===== src/rtl/wb_load_stage.sv =====
// Writeback stage: retires ALU results directly, issues data-memory reads for
// loads, aligns/extends the returned data and drives the register-file write port.
module wb_load_stage #(
  parameter int unsigned MEM_TIMEOUT = 16,
  parameter int unsigned CNT_W       = 8
) (
  input  logic        clk,
  input  logic        reset,
  input  logic        in_valid,
  output logic        in_ready,
  input  logic [4:0]  in_rd,
  input  logic [31:0] in_result,
  input  logic        in_reg_write,
  input  logic        in_is_load,
  input  logic [2:0]  in_funct3,
  output logic        mem_req,
  output logic [31:0] mem_addr,
  input  logic        mem_rvalid,
  input  logic [31:0] mem_rdata,
  output logic [4:0]  rf_a3,
  output logic [31:0] rf_wd3,
  output logic        rf_we,
  output logic        fwd_valid,
  output logic [4:0]  fwd_rd,
  output logic [31:0] fwd_data,
  output logic        err_misaligned,
  output logic        err_timeout,
  output logic [31:0] retired_count
);

  localparam logic [0:0] StIdle = 1'b0;
  localparam logic [0:0] StWait = 1'b1;

  localparam logic [CNT_W-1:0] TimeoutCnt = CNT_W'(MEM_TIMEOUT);

  localparam logic [2:0] F3Lb  = 3'b000;
  localparam logic [2:0] F3Lh  = 3'b001;
  localparam logic [2:0] F3Lw  = 3'b010;
  localparam logic [2:0] F3Lbu = 3'b100;
  localparam logic [2:0] F3Lhu = 3'b101;

  logic [0:0]       state_q, state_d;
  logic [CNT_W-1:0] cnt_q, cnt_d;
  logic [4:0]       lat_rd_q, lat_rd_d;
  logic [2:0]       lat_f3_q, lat_f3_d;
  logic [1:0]       lat_off_q, lat_off_d;
  logic             lat_rw_q, lat_rw_d;
  logic             rf_we_q, rf_we_d;
  logic [4:0]       rf_a3_q, rf_a3_d;
  logic [31:0]      rf_wd3_q, rf_wd3_d;
  logic             mem_req_q, mem_req_d;
  logic [31:0]      mem_addr_q, mem_addr_d;
  logic             err_mis_q, err_mis_d;
  logic             err_to_q, err_to_d;
  logic [31:0]      ret_q, ret_d;

  logic             misaligned;
  logic [7:0]       ld_byte;
  logic [15:0]      ld_half;
  logic [31:0]      ld_data;
  logic [CNT_W-1:0] cnt_inc;

  // Alignment / funct3 legality check on the incoming load; unsupported types count as misaligned.
  always_comb begin
    misaligned = 1'b1;
    unique case (in_funct3)
      F3Lb, F3Lbu: misaligned = 1'b0;
      F3Lh, F3Lhu: misaligned = in_result[0];
      F3Lw:        misaligned = (in_result[1:0] != 2'b00);
      default:     misaligned = 1'b1;
    endcase
  end

  // Extract and extend the addressed byte/half/word from the returned memory word.
  always_comb begin
    ld_byte = mem_rdata[8*lat_off_q +: 8];
    ld_half = lat_off_q[1] ? mem_rdata[31:16] : mem_rdata[15:0];
    unique case (lat_f3_q)
      F3Lb:    ld_data = {{24{ld_byte[7]}}, ld_byte};
      F3Lbu:   ld_data = {24'h0, ld_byte};
      F3Lh:    ld_data = {{16{ld_half[15]}}, ld_half};
      F3Lhu:   ld_data = {16'h0, ld_half};
      default: ld_data = mem_rdata;
    endcase
  end

  assign cnt_inc = cnt_q + CNT_W'(1);

  // Next-state logic for the FSM, latched load info and registered outputs.
  always_comb begin
    state_d    = state_q;
    cnt_d      = cnt_q;
    lat_rd_d   = lat_rd_q;
    lat_f3_d   = lat_f3_q;
    lat_off_d  = lat_off_q;
    lat_rw_d   = lat_rw_q;
    rf_we_d    = 1'b0;
    rf_a3_d    = rf_a3_q;
    rf_wd3_d   = rf_wd3_q;
    mem_req_d  = 1'b0;
    mem_addr_d = mem_addr_q;
    err_mis_d  = 1'b0;
    err_to_d   = 1'b0;
    ret_d      = ret_q;
    unique case (state_q)
      StIdle: begin
        if (in_valid) begin
          if (!in_is_load) begin
            rf_we_d = in_reg_write && (in_rd != 5'd0);
            // Address/data only move when a write happens so they hold otherwise.
            if (rf_we_d) begin
              rf_a3_d  = in_rd;
              rf_wd3_d = in_result;
            end
            ret_d = ret_q + 32'd1;
          end else if (misaligned) begin
            err_mis_d = 1'b1;
            ret_d     = ret_q + 32'd1;
          end else begin
            lat_rd_d   = in_rd;
            lat_f3_d   = in_funct3;
            lat_off_d  = in_result[1:0];
            lat_rw_d   = in_reg_write;
            mem_req_d  = 1'b1;
            mem_addr_d = {in_result[31:2], 2'b00};
            cnt_d      = '0;
            state_d    = StWait;
          end
        end
      end
      default: begin
        if (mem_rvalid) begin
          rf_we_d = lat_rw_q && (lat_rd_q != 5'd0);
          if (rf_we_d) begin
            rf_a3_d  = lat_rd_q;
            rf_wd3_d = ld_data;
          end
          ret_d   = ret_q + 32'd1;
          state_d = StIdle;
        end else begin
          cnt_d = cnt_inc;
          if (cnt_inc == TimeoutCnt) begin
            err_to_d = 1'b1;
            ret_d    = ret_q + 32'd1;
            state_d  = StIdle;
          end
        end
      end
    endcase
  end

  // State and output registers; reset aborts any outstanding load.
  always_ff @(posedge clk or posedge reset) begin
    if (reset) begin
      state_q    <= StIdle;
      cnt_q      <= '0;
      lat_rd_q   <= '0;
      lat_f3_q   <= '0;
      lat_off_q  <= '0;
      lat_rw_q   <= 1'b0;
      rf_we_q    <= 1'b0;
      rf_a3_q    <= '0;
      rf_wd3_q   <= '0;
      mem_req_q  <= 1'b0;
      mem_addr_q <= '0;
      err_mis_q  <= 1'b0;
      err_to_q   <= 1'b0;
      ret_q      <= '0;
    end else begin
      state_q    <= state_d;
      cnt_q      <= cnt_d;
      lat_rd_q   <= lat_rd_d;
      lat_f3_q   <= lat_f3_d;
      lat_off_q  <= lat_off_d;
      lat_rw_q   <= lat_rw_d;
      rf_we_q    <= rf_we_d;
      rf_a3_q    <= rf_a3_d;
      rf_wd3_q   <= rf_wd3_d;
      mem_req_q  <= mem_req_d;
      mem_addr_q <= mem_addr_d;
      err_mis_q  <= err_mis_d;
      err_to_q   <= err_to_d;
      ret_q      <= ret_d;
    end
  end

  assign in_ready       = (state_q == StIdle);
  assign mem_req        = mem_req_q;
  assign mem_addr       = mem_addr_q;
  assign rf_a3          = rf_a3_q;
  assign rf_wd3         = rf_wd3_q;
  assign rf_we          = rf_we_q;
  assign fwd_valid      = rf_we_q;
  assign fwd_rd         = rf_a3_q;
  assign fwd_data       = rf_wd3_q;
  assign err_misaligned = err_mis_q;
  assign err_timeout    = err_to_q;
  assign retired_count  = ret_q;

endmodule

===== config.mk =====
export PLATFORM = sky130hd
export DESIGN_NAME = wb_load_stage
export DESIGN_NICKNAME = d
export VERILOG_FILES = /design/src/rtl/wb_load_stage.sv
export SDC_FILE = /design/constraint.sdc
export NUM_CORES = 1
export LEC_CHECK = 0
export BUFFER_PORTS_ARGS = -buffer_cell sky130_fd_sc_hd__buf_4
export CAP_MARGIN = 5
export CELL_PAD_IN_SITES_DETAIL_PLACEMENT = 1
export CELL_PAD_IN_SITES_GLOBAL_PLACEMENT = 1
export CORE_ASPECT_RATIO = 1.25
export CORE_MARGIN = 10
export CORE_UTILIZATION = 38
export CTS_BUF_LIST = sky130_fd_sc_hd__clkbuf_4 sky130_fd_sc_hd__clkbuf_8 sky130_fd_sc_hd__clkbuf_16
export DETAILED_ROUTE_END_ITERATION = 10
export HOLD_SLACK_MARGIN = 0.12
export PLACE_DENSITY_LB_ADDON = 0.3
export RECOVER_POWER = 50
export REMOVE_ABC_BUFFERS = 1
export SYNTH_ARGS = -nofsm -noshare
export SYNTH_HDL_FRONTEND = slang
export SYNTH_SLANG_ARGS = --single-unit

===== constraint.sdc =====
create_clock -name clk -period 4.8 [get_ports clk]
set_input_delay 0.72 -clock clk [delete_from_list [all_inputs] [get_ports clk]]
set_output_delay 0.72 -clock clk [all_outputs]
set_load 0.02 [all_outputs]

==> metrics.cfg, run 1 <==
[floorplanning]
core_area_um2=16100
die_width_um=134
die_h_um=162
rows=52
ios=222
die_area_um2=21800
initial_core_util_pct=38.4

[clock_tree]
clk_latency_ns=0.41
clock-root-buffer=clkbuf_16
cts_tree=built
cts.sinks=123
htreeDepth=4
ctsHoldBuffers=0
postCtsSetupRepairBufs=0
path_clk_slew_ns=0.06
numCtsBuffers=17
cts-resized-gates=0
clockBufferDepth=2

[drt]
via_count=5182
ant_nets=0
vias_per_cell=5.20
avgRoutedWirePerCell_um=20.8
drt-initial-drc-count=340
drc_errors=0
routed_wl_mm=20.7
dr.pass1.iters=4

[logic_synthesis]
synth_top_area_share_pct=49.9
synthArstFlopShare_pct=100
synth_compound_area_share_pct=12.9
synthSimpleGateAreaFrac_pct=14.0
synthDistinctLibCells=52
synth_area_leaders=dfrtp_1 50%, mux2_2 7.8%, buf_4 5.4%
yosysSeqAreaShare_pct=49.9
muxShareOfSynthArea_pct=9.31
syn_inst=596
synth_largest_area_cell=dfrtp_1
syn_area_um2=6170
avgSynthCellArea_um2=10.3
synth_adder_area_share_pct=0.406
synth_edf_count=0
dominantRegCellSynth=dfrtp_1
synth_xor_area_share_pct=4.81
synth_top_family_by_area=simple AND/OR/NAND/NOR gates
ys_seq_elements=123
yosysWarnings=0

[worst_hold_path]
holdPathStages=1
hp-class=reg -> reg

[global_route]
grt_pass1_wl_mm=32.0
track_usage_pct=18.4
grt_pass1_vias=5651
antenna_found_initial=0
overflow=0
grt_max_degree=50

[place]
placed_area_um2=7640
port_buffers=219
gp_congestion=0.824
place_inst=964
dpl_worst_slack_ns=1.83
hpwl_mm=15.6

[power]
power.total_uw=4130
power.density_nw_per_um2=518
ir_drop_mv=0.213
p_leak_uw=0.00362

[timing]
totalNegativeSetupSlack_ns=0
tightestPinTransition_ns=1.74
setup-violations-final=0
setup_ws_ns=1.30
drv_slew=86
hold_viol=0
fmax_mhz=285
slew_headroom_pct=-15.8
fin_worst_skew_ns=0.00910
period_share_pct=73.0
rsz0062_at_grt=false
fin_crit_ns=3.50

[critical_path]
critPathLaunchType=register
reg2regPathDepth=6
crit_path_end_kind=register
crit_required_ns=5.07
worstSetupPathType=reg -> reg
arrival_ns=3.77
worstPathMaxFanout=47

[cells_and_area]
drive_gt1_share_pct=31.8
nFillCells=1879
fin_area_um2=7980
nets=847
multi_input_area_um2=2570
areaGrowthSynthToFinish_pct=29.3
seq_area_um2=3080
stdcell_count=996
diodes=0

[run_status]
status=finished, violations left
violations=capacitance limit, slew limit

[run]
drv_cap=2

layer usage:
| layer | vias up | wire [um] | track usage, % | share of wire (%) |
|---|---|---|---|---|
| met4 | 0 | 231 | 4.46 | 1.1 |
| met5 | - | 0 | 0 | 0 |
| met3 | 15 | 1190 | 5.56 | 5.7 |
| met2 | 170 | 11000 | 33.7 | 53 |
| li1 | 2383 | - | - | - |
| met1 | 2614 | 8320 | 20.3 | 40 |
cell families after synthesis:
logic type,Yosys count
adders and majority gates,2
xor gates and xnor gates,33
other,1
AOI/OAI and AO/OA,134
and+or+nand+nor,169
buffers and inverters,82
muxes,52
DFF,123
layout make-up:
type / instances / share of cell area [%]
multi-input cells: 392 / 32.3
flip-flops and latches: 123 / 38.6
repair buffers: 224 / 17.8
clock buffers: 20 / 5.69
well taps: 216 / 3.39
inverters: 9 / 0.471
clock inverters: 12 / 1.85
worst paths after layout:
kind,startpoint,to,slack [ns]
max,state_q$_DFF_PP0_,fwd_data[15]$_DFFE_PP0P_,1.30
min,retired_count[31]$_DFFE_PP0P_,retired_count[31]$_DFFE_PP0P_,0.47
max reg2reg,state_q$_DFF_PP0_,fwd_data[15]$_DFFE_PP0P_,1.30
min reg2reg,retired_count[31]$_DFFE_PP0P_,retired_count[31]$_DFFE_PP0P_,0.47
max in group asynchronous,reset,err_misaligned$_DFF_PP0_,2.20
min in group asynchronous,reset,fwd_data[6]$_DFFE_PP0P_,0.71
layout by cell type, fill, tap and decap left out, types with 7 or more instances in the layout:
cell and instances:
a21oi_1 33, a221oi_1 8, buf_4 152, clkbuf_1 70, clkbuf_16 17, dfrtp_1 123, mux2_2 43, mux2i_1 9
nand2_1 77, nand2b_1 9, nand3_1 13, nand4_1 9, nor2_1 25, nor3b_1 7, o21ai_0 61, o21ai_1 10
o221ai_1 7, xnor2_1 24, xor2_1 8
metrics by stage:
stage                     hold slack [ns]  util (%)
after floorplan                     0.478         -
after global placement              0.465      47.6
after detailed placement            0.472      47.6
after CTS                           0.346      51.3
after global routing                0.483      49.6
final                               0.469      49.6
Yosys cell counts, types with 3 or more instances:
library cell,n
a31oi_1,6
dfrtp_1,123
buf_2,11
inv_1,7
and3_1,5
mux2_2,43
nand2b_1,9
and2_1,3
o221ai_1,7
nor3_1,3
xnor2_1,24
buf_4,44
nor2_1,25
nand2_1,77
xor2_1,8
nor3b_1,7
o21ai_1,10
clkbuf_1,12
a221oi_1,8
o21ai_0,61
mux2i_1,9
nand3_1,13
buf_6,6
nand4_1,9
a21oi_1,33
power breakdown:
part           switching, uW  internal [uW]  total [uW]
sequential               241           1270        1510
clock                    462            837        1300
combinational            828            494        1320
total                   1530           2600        4130
worst max-delay path, cell delays in order (launching register included):
cell and delay [ns]:
dfrtp_1 1.49, nor4bb_1 0.28, o21ai_0 0.16, and2_2 0.74
inv_4 0.29, o21ai_0 0.19, o21ai_0 0.15
state kept, by name, summed over array words and instances, names as in the netlist:
register        count
lat_rd_q            5
lat_f3_q            3
retired_count      32
lat_off_q           2
fwd_valid           1
cnt_q               8
err_timeout         1
mem_req             1
state_q             1
mem_addr           30
lat_rw_q            1
fwd_rd              5
err_misaligned      1
fwd_data           32
Power figures use the tool's default switching activity.
==> inputs of run 2 (changes only) <==
Clock period 4.8 ns to 3.5 ns, I/O delays scaled along.
==> metrics.cfg, run 2 (same netlist as run 1, synthesis figures left out) <==
[run_status]
status=finished, violations left
violations=capacitance limit, slew limit

[drt]
vias_per_cell=5.21
dr.pass1.iters=4
avgRoutedWirePerCell_um=20.8
routed_wl_mm=20.8
ant_nets=0
drc_errors=0
drt-initial-drc-count=269
via_count=5201

[place]
gp_congestion=0.817
hpwl_mm=15.8
dpl_worst_slack_ns=1.09
place_inst=967
port_buffers=219

[power]
power.density_nw_per_um2=709
ir_drop_mv=0.347
p_leak_uw=0.00365
power.total_uw=5670

[cells_and_area]
diodes=0
drive_gt1_share_pct=31.9
stdcell_count=999
nFillCells=1850
nets=850
final_util_pct=49.8
areaGrowthSynthToFinish_pct=29.6
final_common_cell=buf_4
mostFrequentLayoutCells=156 x buf_4, 123 x dfrtp_1, 77 x nand2_1, 69 x clkbuf_1, 61 x o21ai_0

[clock_tree]
cts_tree=built
cts-resized-gates=0
clk_latency_ns=0.42
clock-root-buffer=clkbuf_16
ctsHoldBuffers=0
path_clk_slew_ns=0.06
cts.sinks=123
clockBufferDepth=2
postCtsSetupRepairBufs=0
htreeDepth=4
numCtsBuffers=17

[critical_path]
critPathBufInv=1
worstPathMaxFanout=22
arrival_ns=3.08
cpPeakStageDelay_ns=0.92
cp_cell_sequence=inv_2 -> o211a_1 -> o21bai_2 -> nor3_4 -> and4_1 -> xor2_1
crit_required_ns=3.84
crit_path_end_kind=register
slowest_stage=dfrtp_1
worstSetupPathType=reg -> reg
critPathLaunchType=register
path_delay_family=flip-flops

[timing]
fin_worst_skew_ns=0.00623
drv_slew=62
setup_ws_ns=0.757
slew_headroom_pct=-59.0
hold_viol=0
fmax_mhz=365
rsz0062_at_grt=false
fin_crit_ns=2.74
totalNegativeSetupSlack_ns=0
period_share_pct=78.4
tightestPinTransition_ns=2.38
setup-violations-final=0

[run]
drv_cap=1

[floorplanning]
core_area_um2=16100
rows=52
ios=222
initial_core_util_pct=38.4
die_area_um2=21800
die_width_um=134
die_h_um=162

[global_route]
grt_pass1_vias=5738
antenna_found_initial=0
overflow=0
track_usage_pct=18.7
grt_pass1_wl_mm=32.1
grt_max_degree=63

[worst_hold_path]
hp-class=in -> reg

[run 2: cell type report]
class                      count  area (um2)  area share (%)
tap                          216         270            3.38
sequential                   123        3080            38.5
multi-input combinational    392        2560            32.0
clock buffer                  19         440            5.51
clock inverter                13         151            1.89
inverter                       9        36.3           0.454
timing repair buffer         227        1460            18.2
[run 2: power by group]
part	internal (uW)	switching (uW)	leakage, uW
logic	691	1150	0.00182
clock network	1130	644	0.000289
registers	1740	320	0.00154
total	3560	2120	0.00365
[run 2: final timing paths]
path | end | cells after the start | startpoint | slack (ns)
worst min register to register | retired_count[31]$_DFFE_PP0P_ | 1 | retired_count[31]$_DFFE_PP0P_ | 0.48
min in group asynchronous | mem_addr[2]$_DFFE_PP0P_ | 2 | reset | 0.94
worst max-delay path | retired_count[13]$_DFFE_PP0P_ | 6 | state_q$_DFF_PP0_ | 0.76
worst min-delay path | mem_addr[24]$_DFFE_PP0P_ | 2 | in_result[24] | 0.35
worst max register to register | retired_count[13]$_DFFE_PP0P_ | 6 | state_q$_DFF_PP0_ | 0.76
max in group asynchronous | mem_addr[5]$_DFFE_PP0P_ | 2 | reset | 1.20
[run 2: stage by stage]
stage	hold WS, ns	area, um2
floorplan	0.478	5670
global placement	0.467	7680
detailed placement	0.473	7680
CTS	0.290	8270
global route	0.337	8000
finish	0.352	8000
[run 2: routing by layer]
metal / vias to the layer above / part of all wire [%] / track usage [%]
met5: - / 0 / 0
met4: 0 / 1.6 / 5.45
met3: 30 / 7.1 / 5.86
met2: 180 / 53 / 33.9
met1: 2607 / 39 / 20.3
li1: 2384 / - / -
==> inputs of run 3 (changes only) <==
Settings changed: CORE_UTILIZATION 38 to 34.
Clock period 3.5 ns to 2.4 ns, I/O delays scaled along.
==> metrics.cfg, run 3 (same netlist as run 1, synthesis figures left out) <==
[run_status]
status=finished, final reports clean

[clock_tree]
cts_tree=built
numCtsBuffers=17
postCtsSetupRepairBufs=0
clock-root-buffer=clkbuf_16
htreeDepth=4
clk_latency_ns=0.42
clockBufferDepth=2
cts.sinks=123
path_clk_slew_ns=0.06

[cells_and_area]
final_common_cell=buf_4
areaGrowthSynthToFinish_pct=29.4
nets=859
mostFrequentLayoutCells=133 x buf_4, 123 x dfrtp_1, 98 x clkbuf_1, 77 x nand2_1, 61 x o21ai_0
drive_gt1_share_pct=29.0
stdcell_count=1018
diodes=0
final_util_pct=44.5
nFillCells=2072

[floorplanning]
die_h_um=171
rows=55
die_area_um2=24000
ios=222
core_area_um2=18000
die_width_um=140
initial_core_util_pct=34.3

[critical_path]
startpoint=cnt_q[0]$_DFFE_PP0P_
crit_path_end_kind=register
worstSetupPathType=reg -> reg
cp_cell_sequence=ha_1 -> nand2_1 -> nor4_2 -> a21oi_1 -> nor3_4 -> buf_4 -> nand4_1 -> xnor2_1
crit_cells=8
cpPeakStageDelay_ns=0.41
critPathBufInv=1
crit_required_ns=2.70
arrival_ns=2.41
rrSetupSlack_ns=0.29
endpoint=retired_count[9]$_DFFE_PP0P_
r2r_end=retired_count[9]$_DFFE_PP0P_
slowest_stage=dfrtp_1
reg2regPathDepth=8
r2r_start=cnt_q[0]$_DFFE_PP0P_
path_delay_family=simple AND/OR/NAND/NOR gates
worstPathMaxFanout=12
critPathLaunchType=register

[global_route]
grt_pass1_vias=5731
track_usage_pct=17.1
grt_pass1_wl_mm=32.7
antenna_found_initial=0
grt_max_degree=51
overflow=0

[place]
place_inst=987
hpwl_mm=16.2
gp_congestion=0.825
port_buffers=219

[timing]
slew_headroom_pct=31.6
drv_slew=0
tightestPinTransition_ns=1.03
fin_crit_ns=2.11
period_share_pct=87.7
rsz0062_at_grt=false
setup-violations-final=0
fin_worst_skew_ns=0.00843
hold_viol=0
fmax_mhz=475

[run]
drv_cap=0

[drt]
avgRoutedWirePerCell_um=20.6
drt-initial-drc-count=256
ant_nets=0
vias_per_cell=5.14
routed_wl_mm=21.0
dr.pass1.iters=4
drc_errors=0
via_count=5228

[power]
p_leak_uw=0.00357
p_comb_share_pct=32.0
p_clk_share_pct=31.7
intPower_uw=5100
ir_drop_mv=0.479
switching_share_pct=37.8
switchingPower_uw=3090
power.density_nw_per_um2=1030
power_frac_seq_pct=36.3

[worst_hold_path]
hp-class=in -> reg

run 3: layout make-up:
cell class	instances	area (um2)	share of cell area (%)
clock buffers	18	439	5.50
multi-input cells	392	2560	32.1
clock inverters	12	149	1.86
well taps	228	285	3.57
repair buffers	236	1430	17.9
inverters	9	36.3	0.454
flip-flops and latches	123	3080	38.6
run 3: power groups by stage:
stage | logic (uW) | clock network, uW | registers, uW
CTS | 3040 | 2640 | 2990
global placement | 2970 | 0 | 2980
global route | 2840 | 2720 | 3050
finish | 2620 | 2590 | 2980
floorplan | 727 | 0 | 3710
detailed placement | 3030 | 0 | 3030
run 3: worst min-delay path by stage:
stage | startpoint | end | slack (ns) | cells past startpoint
after detailed placement | reset | retired_count[28]$_DFFE_PP0P_ | 0.47 | 2
after CTS | in_result[23] | mem_addr[23]$_DFFE_PP0P_ | 0.16 | 2
final | in_result[28] | mem_addr[28]$_DFFE_PP0P_ | 0.18 | 2
after floorplan | cnt_q[2]$_DFFE_PP0P_ | cnt_q[2]$_DFFE_PP0P_ | 0.48 | 1
after global routing | in_result[28] | mem_addr[28]$_DFFE_PP0P_ | 0.17 | 2
after global placement | reset | retired_count[28]$_DFFE_PP0P_ | 0.46 | 2
run 3: what timing repair did:
action / CTS / global route
endpoints found under the hold margin: 38 / 0
resized for setup: 0 / 0
hold buffers: 1 / 0
run 3: per-stage QoR:
step	worst slack, ns	TNS (ns)	area, um2	hold slack, ns	power [uW]
global placement	0.318	0	7780	0.456	5950
floorplan	-1.23	-196.15	5670	0.478	4440
finish	0.294	0	7980	0.178	8190
detailed placement	0.301	0	7780	0.471	6060
global route	0.0277	0	7980	0.172	8610
CTS	0.290	0	8380	0.165	8670
run 3: routing by layer:
metal / global-route usage (%) / part of all wire (%) / up-vias / wire length (um)
met4: 5.76 / 1.9 / 0 / 404
met2: 29.5 / 50 / 178 / 10500
met1: 19.5 / 41 / 2623 / 8690
met3: 5.46 / 6.3 / 25 / 1330
li1: - / - / 2402 / -
met5: 0 / 0 / - / 0
